File: config.mk
export PLATFORM = sky130hd
export DESIGN_NAME = fire_ctrl_arbiter
export DESIGN_NICKNAME = d
export VERILOG_FILES = /design/src/rtl/fire_ctrl_pkg.sv /design/src/rtl/fire_ctrl_arbiter_rr.sv /design/src/rtl/fire_ctrl_arbiter.sv
export SDC_FILE = /design/constraint.sdc
export NUM_CORES = 1
export LEC_CHECK = 0
export ABC_AREA = 0
export CAP_MARGIN = 0
export CORE_MARGIN = 5
export CORE_UTILIZATION = 50
export DETAILED_ROUTE_END_ITERATION = 7
export PLACE_DENSITY = 0.8
export SETUP_SLACK_MARGIN = 0.5
export SYNTH_ARGS = -nofsm -noshare
export SYNTH_HDL_FRONTEND = slang
export SYNTH_SLANG_ARGS = --single-unit
export TNS_END_PERCENT = 1
File: constraint.sdc
create_clock -name clk -period 3.6 [get_ports clk]
set_clock_uncertainty 0.1 [all_clocks]
set_input_delay 0.72 -clock clk [delete_from_list [all_inputs] [get_ports clk]]
set_output_delay 0.72 -clock clk [all_outputs]
set_load 0.005 [all_outputs]
File: src/rtl/fire_ctrl_pkg.sv
// rtl/fire_ctrl_pkg.sv - shared states, mode constant and error codes for the fire-control sequencer
package fire_ctrl_pkg;

    typedef enum logic [1:0] {
        ST_IDLE     = 2'd0,
        ST_FIRE     = 2'd1,
        ST_COOLDOWN = 2'd2,
        ST_RELOAD   = 2'd3
    } fc_state_e;

    localparam logic [3:0] ATTACK_MODE    = 4'b0010;

    localparam logic [1:0] ERR_WRONG_MODE = 2'b01;
    localparam logic [1:0] ERR_EMPTY      = 2'b10;
    localparam logic [1:0] ERR_RELOADING  = 2'b11;

    // Pointer width for a round-robin over n stations; never narrower than one bit.
    function automatic int ptr_width(input int n);
        return (n > 1) ? $clog2(n) : 1;
    endfunction

endpackage

File: src/rtl/fire_ctrl_arbiter_rr.sv
// rtl/fire_ctrl_arbiter_rr.sv - combinational round-robin picker, search starts at rr_ptr
module rr_arbiter
    import fire_ctrl_pkg::*;
#(
    parameter int N_REQ = 2,
    parameter int PTR_W = ptr_width(N_REQ)
) (
    input  logic [N_REQ-1:0] req,
    input  logic [PTR_W-1:0] rr_ptr,
    output logic [N_REQ-1:0] winner,
    output logic [PTR_W-1:0] winner_idx
);

    logic [PTR_W:0] pos;
    logic           found;

    // Walk the stations starting at rr_ptr (wrapping) and take the first requester.
    always_comb begin
        winner     = '0;
        winner_idx = '0;
        found      = 1'b0;
        pos        = '0;
        for (int i = 0; i < N_REQ; i++) begin
            pos = {1'b0, rr_ptr} + (PTR_W+1)'(i);
            if (pos >= (PTR_W+1)'(N_REQ)) begin
                pos = pos - (PTR_W+1)'(N_REQ);
            end
            for (int j = 0; j < N_REQ; j++) begin
                if (!found && pos == (PTR_W+1)'(j) && req[j]) begin
                    found      = 1'b1;
                    winner[j]  = 1'b1;
                    winner_idx = PTR_W'(j);
                end
            end
        end
    end

endmodule

File: src/rtl/fire_ctrl_arbiter.sv
// rtl/fire_ctrl_arbiter.sv - fire-control sequencer for the shared magazine; optional burst via FIRE_CTRL_BURST_EN
module fire_ctrl_arbiter
    import fire_ctrl_pkg::*;
#(
    parameter int                N_REQ   = 2,
    parameter int                AMMO_W  = 9,
    parameter int                CD_W    = 4,
    parameter logic [AMMO_W-1:0] MAG_MAX = AMMO_W'(300)
) (
    input  logic              clk,
    input  logic              rst_n,
    input  logic [3:0]        mode,
    input  logic [N_REQ-1:0]  req,
    input  logic [AMMO_W-1:0] shot_cost,
    input  logic [CD_W-1:0]   cooldown,
    input  logic              reload_req,
    input  logic [AMMO_W-1:0] reload_step,
`ifdef FIRE_CTRL_BURST_EN
    input  logic [1:0]        burst_len,
`endif
    output logic [N_REQ-1:0]  grant,
    output logic              fire_pulse,
    output logic [AMMO_W-1:0] ammo_cnt,
    output logic              busy,
    output logic              error,
    output logic [1:0]        error_code
);

    localparam int PTR_W = ptr_width(N_REQ);

    fc_state_e         state;
    fc_state_e         state_d;
    logic [PTR_W-1:0]  rr_ptr;
    logic [PTR_W-1:0]  win_idx;
    logic [CD_W-1:0]   cd_cnt;

    logic [N_REQ-1:0]  arb_winner;
    logic [PTR_W-1:0]  arb_idx;

    logic [AMMO_W-1:0] eff_cost;
    logic [AMMO_W-1:0] ammo_after;
    logic [AMMO_W:0]   reload_sum;
    logic [AMMO_W-1:0] reload_sat;
    logic [PTR_W:0]    ptr_inc;
    logic [PTR_W-1:0]  ptr_next;
    logic              burst_more;

    logic              grant_load;
    logic              reload_add;
    logic              cd_load;
    logic              err_set;
    logic [1:0]        err_code_d;

    rr_arbiter #(
        .N_REQ (N_REQ),
        .PTR_W (PTR_W)
    ) u_rr (
        .req        (req),
        .rr_ptr     (rr_ptr),
        .winner     (arb_winner),
        .winner_idx (arb_idx)
    );

    // A zero cost still spends one round; reload sum is one bit wider so it cannot wrap.
    assign eff_cost   = (shot_cost == '0) ? AMMO_W'(1) : shot_cost;
    assign ammo_after = ammo_cnt - eff_cost;
    assign reload_sum = {1'b0, ammo_cnt} + {1'b0, reload_step};
    assign reload_sat = (reload_sum >= {1'b0, MAG_MAX}) ? MAG_MAX : reload_sum[AMMO_W-1:0];
    assign ptr_inc    = {1'b0, win_idx} + (PTR_W+1)'(1);
    assign ptr_next   = (ptr_inc >= (PTR_W+1)'(N_REQ)) ? '0 : ptr_inc[PTR_W-1:0];

    assign fire_pulse = (state == ST_FIRE);
    assign busy       = (state != ST_IDLE);

`ifdef FIRE_CTRL_BURST_EN
    logic [1:0] burst_rem;

    // Shots still owed in the current burst; loaded with the grant, spent one per FIRE cycle.
    always_ff @(posedge clk or negedge rst_n) begin
        if (!rst_n) begin
            burst_rem <= 2'd0;
        end else if (grant_load) begin
            burst_rem <= burst_len;
        end else if (state == ST_FIRE && burst_rem != 2'd0) begin
            burst_rem <= burst_rem - 2'd1;
        end
    end

    assign burst_more = (burst_rem != 2'd0) && (ammo_after >= eff_cost);
`else
    assign burst_more = 1'b0;
`endif

    // State register.
    always_ff @(posedge clk or negedge rst_n) begin
        if (!rst_n) begin
            state <= ST_IDLE;
        end else begin
            state <= state_d;
        end
    end

    // Next-state and datapath control; reload outranks a fire request in IDLE.
    always_comb begin
        state_d    = state;
        grant_load = 1'b0;
        reload_add = 1'b0;
        cd_load    = 1'b0;
        err_set    = 1'b0;
        err_code_d = '0;
        case (state)
            ST_IDLE: begin
                if (reload_req && ammo_cnt < MAG_MAX) begin
                    state_d = ST_RELOAD;
                end else if (|req) begin
                    if (mode != ATTACK_MODE) begin
                        err_set    = 1'b1;
                        err_code_d = ERR_WRONG_MODE;
                    end else if (ammo_cnt < eff_cost) begin
                        err_set    = 1'b1;
                        err_code_d = ERR_EMPTY;
                    end else begin
                        grant_load = 1'b1;
                        state_d    = ST_FIRE;
                    end
                end
            end
            ST_FIRE: begin
                if (burst_more) begin
                    state_d = ST_FIRE;
                end else if (cooldown == '0) begin
                    state_d = ST_IDLE;
                end else begin
                    cd_load = 1'b1;
                    state_d = ST_COOLDOWN;
                end
            end
            ST_COOLDOWN: begin
                if (cd_cnt <= CD_W'(1)) begin
                    state_d = ST_IDLE;
                end
            end
            ST_RELOAD: begin
                if (|req) begin
                    err_set    = 1'b1;
                    err_code_d = ERR_RELOADING;
                end
                if (!reload_req) begin
                    state_d = ST_IDLE;
                end else begin
                    reload_add = 1'b1;
                    if (reload_sat == MAG_MAX) begin
                        state_d = ST_IDLE;
                    end
                end
            end
            default: state_d = ST_IDLE;
        endcase
    end

    // Magazine count, grant, pointer, cooldown counter and error strobe.
    always_ff @(posedge clk or negedge rst_n) begin
        if (!rst_n) begin
            ammo_cnt   <= '0;
            grant      <= '0;
            rr_ptr     <= '0;
            win_idx    <= '0;
            cd_cnt     <= '0;
            error      <= 1'b0;
            error_code <= '0;
        end else begin
            error <= err_set;
            if (err_set) begin
                error_code <= err_code_d;
            end

            if (grant_load) begin
                grant   <= arb_winner;
                win_idx <= arb_idx;
            end else if (state == ST_FIRE && state_d != ST_FIRE) begin
                grant <= '0;
            end

            if (state == ST_FIRE) begin
                ammo_cnt <= ammo_after;
                rr_ptr   <= ptr_next;
            end else if (reload_add) begin
                ammo_cnt <= reload_sat;
            end

            if (cd_load) begin
                cd_cnt <= cooldown;
            end else if (state == ST_COOLDOWN) begin
                cd_cnt <= cd_cnt - CD_W'(1);
            end
        end
    end

endmodule

# Word-level counts from Yosys, hierarchy flattened
# Cells that the tools add are included.
# word_totals
register_bits,22
elab_cells,101
out_inout_bits,16
input_bits,31
# classes
n_lt_le_gt_ge,7
n_reduce_logical,22
n_eq_ne,8
addsub,7
muxes,49
# op_table
op,count
9-bit 2-to-1 mux,4
2-bit 2-to-1 mux,17
1-bit 2-to-1 mux,23
9-bit by 9-bit adder with 10-bit output,1
"10-bit by 9-bit >= comparator with 1-bit output, second input constant",1
"9-bit equality test, second input constant",1
1-bit logical AND,9
9-bit logical NOT,1
9-bit < comparator,1
"9-bit < comparator, second input constant",1
9-bit subtractor,1
4-bit 2-to-1 mux,2
2-bit one-hot mux with 4 select lines,1
2-bit nonzero test,4
"2-bit by 1-bit equality test with 1-bit output, second input constant",3
2-bit logical NOT,3
"1-bit by 1-bit adder with 2-bit output, second input constant",2
"2-bit equality test, second input constant",2
"2-bit >= comparator, second input constant",2
"4-bit by 1-bit less-or-equal comparator with 1-bit output, second input constant",1
4-bit logical NOT,1
"4-bit by 2-bit != test with 1-bit output, second input constant",1
2-bit one-hot mux with 2 select lines,1
"4-bit by 1-bit subtractor with 4-bit output, second input constant",1
other kinds (7),9

# Logic depth before layout (Yosys ltp)
# logic_depth
word_depth,18
depth_mapped,12
depth_no_buf,12

# Modules after synthesis
# Synthesis repeated with hierarchy kept, for this count alone.
# hier_totals
cells_unflattened,252
hier_area_um2,2122.0
# by_module_without_submodules
mod,area_per_inst_um2,seq_area_each_um2,cells_per_inst,n_inst
fire_ctrl_arbiter,2095.8,550.5,248,1
rr_arbiter,26.3,0.0,4,1

# Worst setup path after synthesis
# Ideal clock, no wire load.
# synth_path
kind,input-to-reg
startpoint,input port reload_step[0]
endpoint,register ammo_cnt[5]
arrival_time_ns,2.888
required_time_ns,3.382
slack_ns,0.494
stages,10
n_path_buf,0
setup_ns,0.118
path_cell_list,ha_1 -> fa_1 -> a211oi_2 -> o21bai_1 -> a221o_1 -> a21o_1 -> a211oi_2 -> o21bai_4 -> a211oi_1 -> a21o_1
# synth_between
elab_chain_len,5
# synth_lines
item,line_no,rtl
start: declaration,fire_ctrl_arbiter.sv:17,"input logic [AMMO_W-1:0] reload_step,"
9-bit by 9-bit adder with 10-bit output *,fire_ctrl_arbiter.sv:67,"assign reload_sum = {1'b0, ammo_cnt} + {1'b0, reload_step};"
10-bit by 9-bit >= comparator with 1-bit output,fire_ctrl_arbiter.sv:68,"assign reload_sat = (reload_sum >= {1'b0, MAG_MAX}) ? MAG_MAX : reload_sum[AMMO_W-1:0];"
9-bit 2-to-1 mux *,fire_ctrl_arbiter.sv:68,
9-bit 2-to-1 mux *,fire_ctrl_arbiter.sv:187,end else if (reload_add) begin
9-bit 2-to-1 mux *,fire_ctrl_arbiter.sv:184,if (state == ST_FIRE) begin
end signal: assignment,fire_ctrl_arbiter.sv:185,ammo_cnt <= ammo_after;
end signal: assignment,fire_ctrl_arbiter.sv:188,ammo_cnt <= reload_sat;
end: declaration,fire_ctrl_arbiter.sv:23,"output logic [AMMO_W-1:0] ammo_cnt,"
# Every way passes the cells marked *; elsewhere a longest branch is shown, timed or not. The select of a mux whose other input is x is not followed.
# A chain may end at the register's enable or synchronous reset.

# Worst setup path after layout
# layout_path
startpoint,input port shot_cost[3]
endpoint,register error_code[0]
# layout_between
elab_chain_len,8
# layout_lines
item,line_no,rtl
start: declaration,fire_ctrl_arbiter.sv:14,"input logic [AMMO_W-1:0] shot_cost,"
9-bit logical NOT,fire_ctrl_arbiter.sv:65,assign eff_cost = (shot_cost == '0) ? AMMO_W'(1) : shot_cost;
9-bit 2-to-1 mux *,fire_ctrl_arbiter.sv:65,
9-bit < comparator *,fire_ctrl_arbiter.sv:119,end else if (ammo_cnt < eff_cost) begin
1-bit 2-to-1 mux *,fire_ctrl_arbiter.sv:119,
1-bit 2-to-1 mux *,fire_ctrl_arbiter.sv:116,if (mode != ATTACK_MODE) begin
1-bit 2-to-1 mux *,fire_ctrl_arbiter.sv:115,end else if (|req) begin
1-bit 2-to-1 mux *,fire_ctrl_arbiter.sv:113,if (reload_req && ammo_cnt < MAG_MAX) begin
1-bit one-hot mux with 2 select lines *,fire_ctrl_arbiter.sv:111,case (state)
net err_set,fire_ctrl_arbiter.sv:51,logic err_set;
end signal: assignment,fire_ctrl_arbiter.sv:174,error_code <= err_code_d;
end: declaration,fire_ctrl_arbiter.sv:26,output logic [1:0] error_code
# Mark *: on every way through the listed nets, which the timed path passes. The rest lies on a longest branch.

==> impl_results.md <==
- Status: finished, final reports clean
- Ys async rst share: between 90% and 100%
- Via density: 5.67
- Min Tclk post-route: 3.04 ns
- Die width: 72.5 um
- CP Launch Type: input pin
- Die H: approximately 72 um
- CTS tree: built
- Tcrit/Tclk final: 84.4%
- Number of global-route vias before repair: 1811
- Die ar.: 5250 um2
- CP Buf/Inv Count: 2
- Most common cell in the synthesized netlist: ha_1
- Hold buffers post-CTS: 0
- Critical Path End Type: flip-flop
- Final hold violation count: 0
- Yosys top cell area share: between 20% and 30%
- Post-synth top area cell: dfrtp_1
- Post-route cell area: 2770 um2
- Slew Limit Fails: 0
- PortBufs: 46
- Critical-path top delay cell: mux2_4
- Bufs on Longest Clock Path: 2
- Pwr Total: 2.38 mW
- Slew margin rel.: a little under a third
- Total power per unit cell area: 861 nW/um2
- CTS clock-pin slew for the worst setup and hold paths: roughly 0.090 ns
- Fillers: 268
- Critical Path RT: 3.66 ns
- Area growth, synth to finish: 41.7%
- Setup TNS: 0 ns
- Cell Area, Placed: 2500 um2
- Syn Inst Count: between 200 and 250
- FMAX: 0.329 GHz
- Clock latency on the worst-skew pair: 0.27 ns
- Placeable core region: 3720 um2
- Mapped cell area: 1950 um2
- Htree depth: 1
- Unrepaired setup endpoints after global routing: yes
- Max-Cap Viols: 0
- Dpl hpwl: 3790 um
- Synth cell types: 45
- RePlAce Congestion: 0.841
- CTS root buf: clkbuf_8
- Largest net degree at the start of global routing: 28
- GRT Util Overall: between 10% and 20%
- Crit-path most repeated cell: nand3_1
- Biggest cell delay along the critical path: a little over 0.3 ns
- Synth top cells by count: 24 x ha_1, 23 x a21oi_1, 22 x dfrtp_1
- Layout Nets: 340
- DR iter-0 viols: 160
- Synthesized Nets: around 280
- Layout cells sized above 1: 16.0%
- First-pass GRT wire length: 8380 um
- Seq/Total Area, Yosys: 28.2%
- Post-route antenna net violation count: 0
- Post-synth EDFFs: 0
- Row cnt: 22
- I/O pins: 47
- Seq cells post-synth: 22
- Static Leak: 1.27 nW
- Layout Utilization: 74.4%
- Clk sink count: 22
- Setup CP Type: input pin to flip-flop
- Syn Area/Cell: 8.67 um2
- Vias: 1870
- DP Cell Count: between 300 and 400
- VDD IR max: approximately 0.43 mV
- Inserted Clock Buffers: 3
- DR DRC count: 0
- Synth area leaders: dfrtp_1 28%, ha_1 15%, a21oi_1 5.9%
- Worst-path maximum fanout: 3
- Final wirelength: 5260 um
- Crit path DAT: 3.10 ns
- Critical path's top delay family: compound AO/OA/AOI/OAI gates
- Setup-failing EPs final: 0
- DRT Pass-1 Iters: 4
- Synth warnings: 0
- Antenna violations before repair: 0
- Cells along the critical path: dlygate4sd2_1 > nor4_2 > a41o_1 > ha_2 > nor2b_1 > o2111ai_1 > nand3_1 > o211ai_1 > buf_4 > nand3_1 > a21oi_2 > mux2_4
- Slew @ Worst Pin: 1.03 ns
- Top FF cell, synth: dfrtp_1
- Per-cell routed wire length: 15.9 um
- Final non-filler cell total: 330
- Initial core utilization: 52.5%
- # diodes: 0
- Total grt overflow: 0
- Hold Path Class: flip-flop to flip-flop
## metal layers
| metal | vias to the layer above | GRT usage (%) | routed length [um] |
|---|---|---|---|
| li1 | 936 | - | - |
| met1 | 875 | 27.4 | 2330 |
| met2 | 51 | 33.5 | 2600 |
| met3 | 8 | 3.32 | 260 |
| met4 | 0 | 2.87 | 79 |
| met5 | - | 0 | 0 |
## state kept, by name (all words and copies together) (netlist names)
signal,cells
error,1
ammo_cnt,9
grant,2
cd_cnt,4
error_code,2
state,2
rr_ptr,1
win_idx,1
## cell type report
cell class                 count  area (um2)  share of cell area [%]
tap                           48        60.1                    2.17
inverter                      21        78.8                    2.85
clock inverter                 1        30.0                    1.09
sequential                    22         551                    19.9
multi-input combinational    178        1460                    52.6
clock buffer                   3        41.3                    1.49
timing repair buffer          57         551                    19.9
## cell usage in the layout, fill, tap and decap left out, drive strengths merged, types with 3 or more instances in the layout
cell type / Yosys / layout
a211oi: 5 / 5
a21o: 5 / 5
a21oi: 23 / 23
a221oi: 5 / 5
buf: 0 / 11
clkbuf: 4 / 4
clkdlybuf4s50: 0 / 37
dfrtp: 22 / 22
dlymetal6s2s: 0 / 6
ha: 24 / 24
inv: 21 / 21
nand2: 14 / 14
nand2b: 4 / 4
nand3: 7 / 7
nor2: 18 / 18
nor2b: 4 / 4
o21a: 3 / 3
o21ai: 14 / 14
o21bai: 3 / 3
xnor2: 5 / 5
xor2: 9 / 9
## cells by family (layout without fill, tap and decap cells)
| logic type | Yosys count | in the layout | share of synthesized area (%) |
|---|---|---|---|
| AOI/OAI and AO/OA | 73 | 73 | 26.2 |
| xor gates and xnor gates | 14 | 14 | 6.28 |
| adders and majority gates | 26 | 26 | 17.4 |
| buffers and inverters | 25 | 82 | 4.81 |
| DFF | 22 | 22 | 28.2 |
| muxes | 2 | 2 | 1.15 |
| and+or+nand+nor | 63 | 63 | 16.0 |
## worst reg2reg max path: cells and delay by family (launching register included)
family,cells,cell delay (ns)
AO/OA/AOI/OAI,7,1.42
flip-flops,1,0.42
AND/OR/NAND/NOR,1,0.20
adder cells (fa/ha/maj),2,0.58
## path summary, 6_finish.rpt
path                            slack, ns                        end  cells after the start               startpoint
worst min register to register       0.36         rr_ptr$_DFFE_PN0P_                      1      win_idx$_DFFE_PN0P_
worst min-delay path                 0.36         rr_ptr$_DFFE_PN0P_                      1      win_idx$_DFFE_PN0P_
max in group asynchronous            1.86      cd_cnt[1]$_DFFE_PN0P_                      1                    rst_n
worst max-delay path                 0.56  error_code[0]$_DFFE_PN0P_                     12             shot_cost[3]
min in group asynchronous            0.91         rr_ptr$_DFFE_PN0P_                      1                    rst_n
worst max register to register       0.76    ammo_cnt[2]$_DFFE_PN0P_                     10  ammo_cnt[0]$_DFFE_PN0P_
## report_power, final
group | total [mW] | internal, mW | leakage (nW) | switching, mW
Combinational | 1.64 | 0.825 | 0.972 | 0.811
Sequential | 0.511 | 0.368 | 0.265 | 0.142
Clock | 0.235 | 0.149 | 0.0357 | 0.0863
Total | 2.38 | 1.34 | 1.27 | 1.04
## per-stage QoR
step           hold slack (ns)  worst slack, ns
6_report                 0.357            0.560
5_1_grt                  0.377            0.447
4_1_cts                  0.354            0.490
3_5_place_dp             0.349          -0.0122
3_3_place_gp             0.335           0.0436
2_1_floorplan            0.321            0.528
## timing repair
action	4_1_cts	5_1_grt
setup endpoints to repair	15	15
buffers inserted	2	3
gates resized for setup	20	25
pin swaps	23	21
No activity file was read; power rests on OpenSTA's default activity.
==> variant, RTL diff (config.mk and constraints unchanged) <==
Build with the macro `FIRE_CTRL_BURST_EN` defined.
--- a/src/rtl/fire_ctrl_arbiter.sv
+++ b/src/rtl/fire_ctrl_arbiter.sv
@@ -1,4 +1,6 @@
 // rtl/fire_ctrl_arbiter.sv - fire-control sequencer for the shared magazine; optional burst via FIRE_CTRL_BURST_EN
+`define FIRE_CTRL_BURST_EN
+
 module fire_ctrl_arbiter
     import fire_ctrl_pkg::*;
 #(
Interface: changed (added burst_len); port bits go from 47 to 49. The function was not compared with the original's and may differ.
==> variant against the original RTL <==
The flow now finishes with violations (setup timing); worst setup slack got worse by 1.7 ns; combinational power rose by 65%; routed wire length rose by 68%; sequential cell count rose by 2; area after synthesis rose by 31%; worst hold slack improved by 0.022 ns; final area rose by 41%; power rose by 45%; critical path type unchanged; critical endpoint is now grant[0]; largest power group unchanged; highest routed layer unchanged.
==> variant: results (changes against the original RTL) <==
* Vias in the first global route at 2884 (was 1811)
* Post-Synth XOR/XNOR Area at 4.465% (was 6.282%)
* Slowest-stage cell, CP: or4_4 (was mux2_4)
* Cells after synthesis at 295 (was 225)
* Sequential area share after synthesis at 23.55% (was 28.21%)
* Mux cell area share after synthesis at 2.110% (was 1.154%)
* Global Route Usage Sum at 25.53% (was 19.87%)
* Worst-path maximum fanout at 4 (was 3)
* Status: finished, violations left (was finished clean)
* Synth Area in Adders at 18.25% (was 17.44%)
* Setup violations, final at 8 (was 0)
* Commonest cells in the netlist: 34 x ha_1, 32 x nand2_1, 27 x inv_1 (was 24 x ha_1, 23 x a21oi_1, 22 x dfrtp_1)
* Failing checks: setup timing
* Starting DRT DRC Count at 212 (was 160)
* Largest net degree at the start of global routing at 25 (was 28)
* Final WS setup at -1.102 ns (was 0.5602 ns)
* Worst-Margin Slew at 0.5648 ns (was 1.032 ns)
* Effective utilization at floorplan at 50.57% (was 52.53%)
* Wire length per cell at 18.28 um (was 15.95 um)
* Syn nets at 364 (was 282)
* Worst reg2reg path depth at 20 (was 10)
* Via-to-Cell Ratio at 5.903 (was 5.667)
* Crit path largest cell delay at 0.54 ns (was 0.31 ns)
* Post-synthesis cell type count at 63 (was 45)
* Peak supply drop at 0.0005327 V (was 0.0004271 V)
* Layout cells sized above 1 at 30.60% (was 15.96%)
* Drt pass-1 iters at 5 (was 4)
[variant: repair_timing]
action,CTS,global route
setup buffers,25,4
endpoints found under the setup margin,21,20
pin swaps,25,27
resized for setup,50,27
[variant: layer usage]
metal / track usage [%] / vias up / wire, um
li1: - / 1318 / -
met1: 29.82 / 1352 / 3425
met2: 44.38 / 152 / 4523
met3: 4.605 / 41 / 572
met4: 13.18 / 0 / 344
met5: 0 / - / 0
[variant: power groups by stage]
stage	registers (W)	clock network (W)	logic (W)
after global placement	0.000501	0	0.00213
after detailed placement	0.000504	0	0.00221
final	0.000507	0.000249	0.00270
after floorplan	0.000505	0	0.00139
after CTS	0.000501	0.000249	0.00236
after global routing	0.000522	0.000261	0.00289
[variant: area by class of cell]
type / count / area [um2]
Clock buffer: 3 / 41.29
Clock inverter: 1 / 30.03
Fill cell: 305 / 1151
Inverter: 27 / 101.3
Multi-Input combinational cell: 239 / 1986
Sequential cell: 24 / 600.6
Tap cell: 70 / 87.58
Timing Repair Buffer: 121 / 1045
[variant: stage by stage]
stage,hold slack (ns),utilization [%],TNS (ns),worst slack (ns),instance area (um2)
after floorplan,0.3174,-,-4.580,-0.7825,2584
after global placement,0.3249,68.39,-10.40,-1.407,3448
after detailed placement,0.3331,68.39,-11.25,-1.519,3448
after CTS,0.3461,74.49,-6.278,-0.9531,3756
after global routing,0.3904,77.17,-8.125,-1.156,3891
final,0.3791,77.17,-7.517,-1.102,3891
[variant: cells by family (layout without fill, tap and decap cells)]
kind of cell | Yosys count | in the layout
DFF | 24 | 24
xor gates and xnor gates | 13 | 13
buffers and inverters | 32 | 152
adders and majority gates | 36 | 36
and+or+nand+nor | 90 | 90
muxes | 5 | 5
AOI/OAI and AO/OA | 95 | 95
[variant: worst paths after layout]
check,endpoint,start,slack [ns]
min in group asynchronous,win_idx,rst_n,0.71
max in group asynchronous,ammo_cnt[8],rst_n,2.44
setup reg to reg,grant[0],ammo_cnt[0],-0.50
setup / recovery,grant[0],shot_cost[7],-1.10
hold reg to reg,rr_ptr,win_idx,0.38
hold / removal,rr_ptr,win_idx,0.38
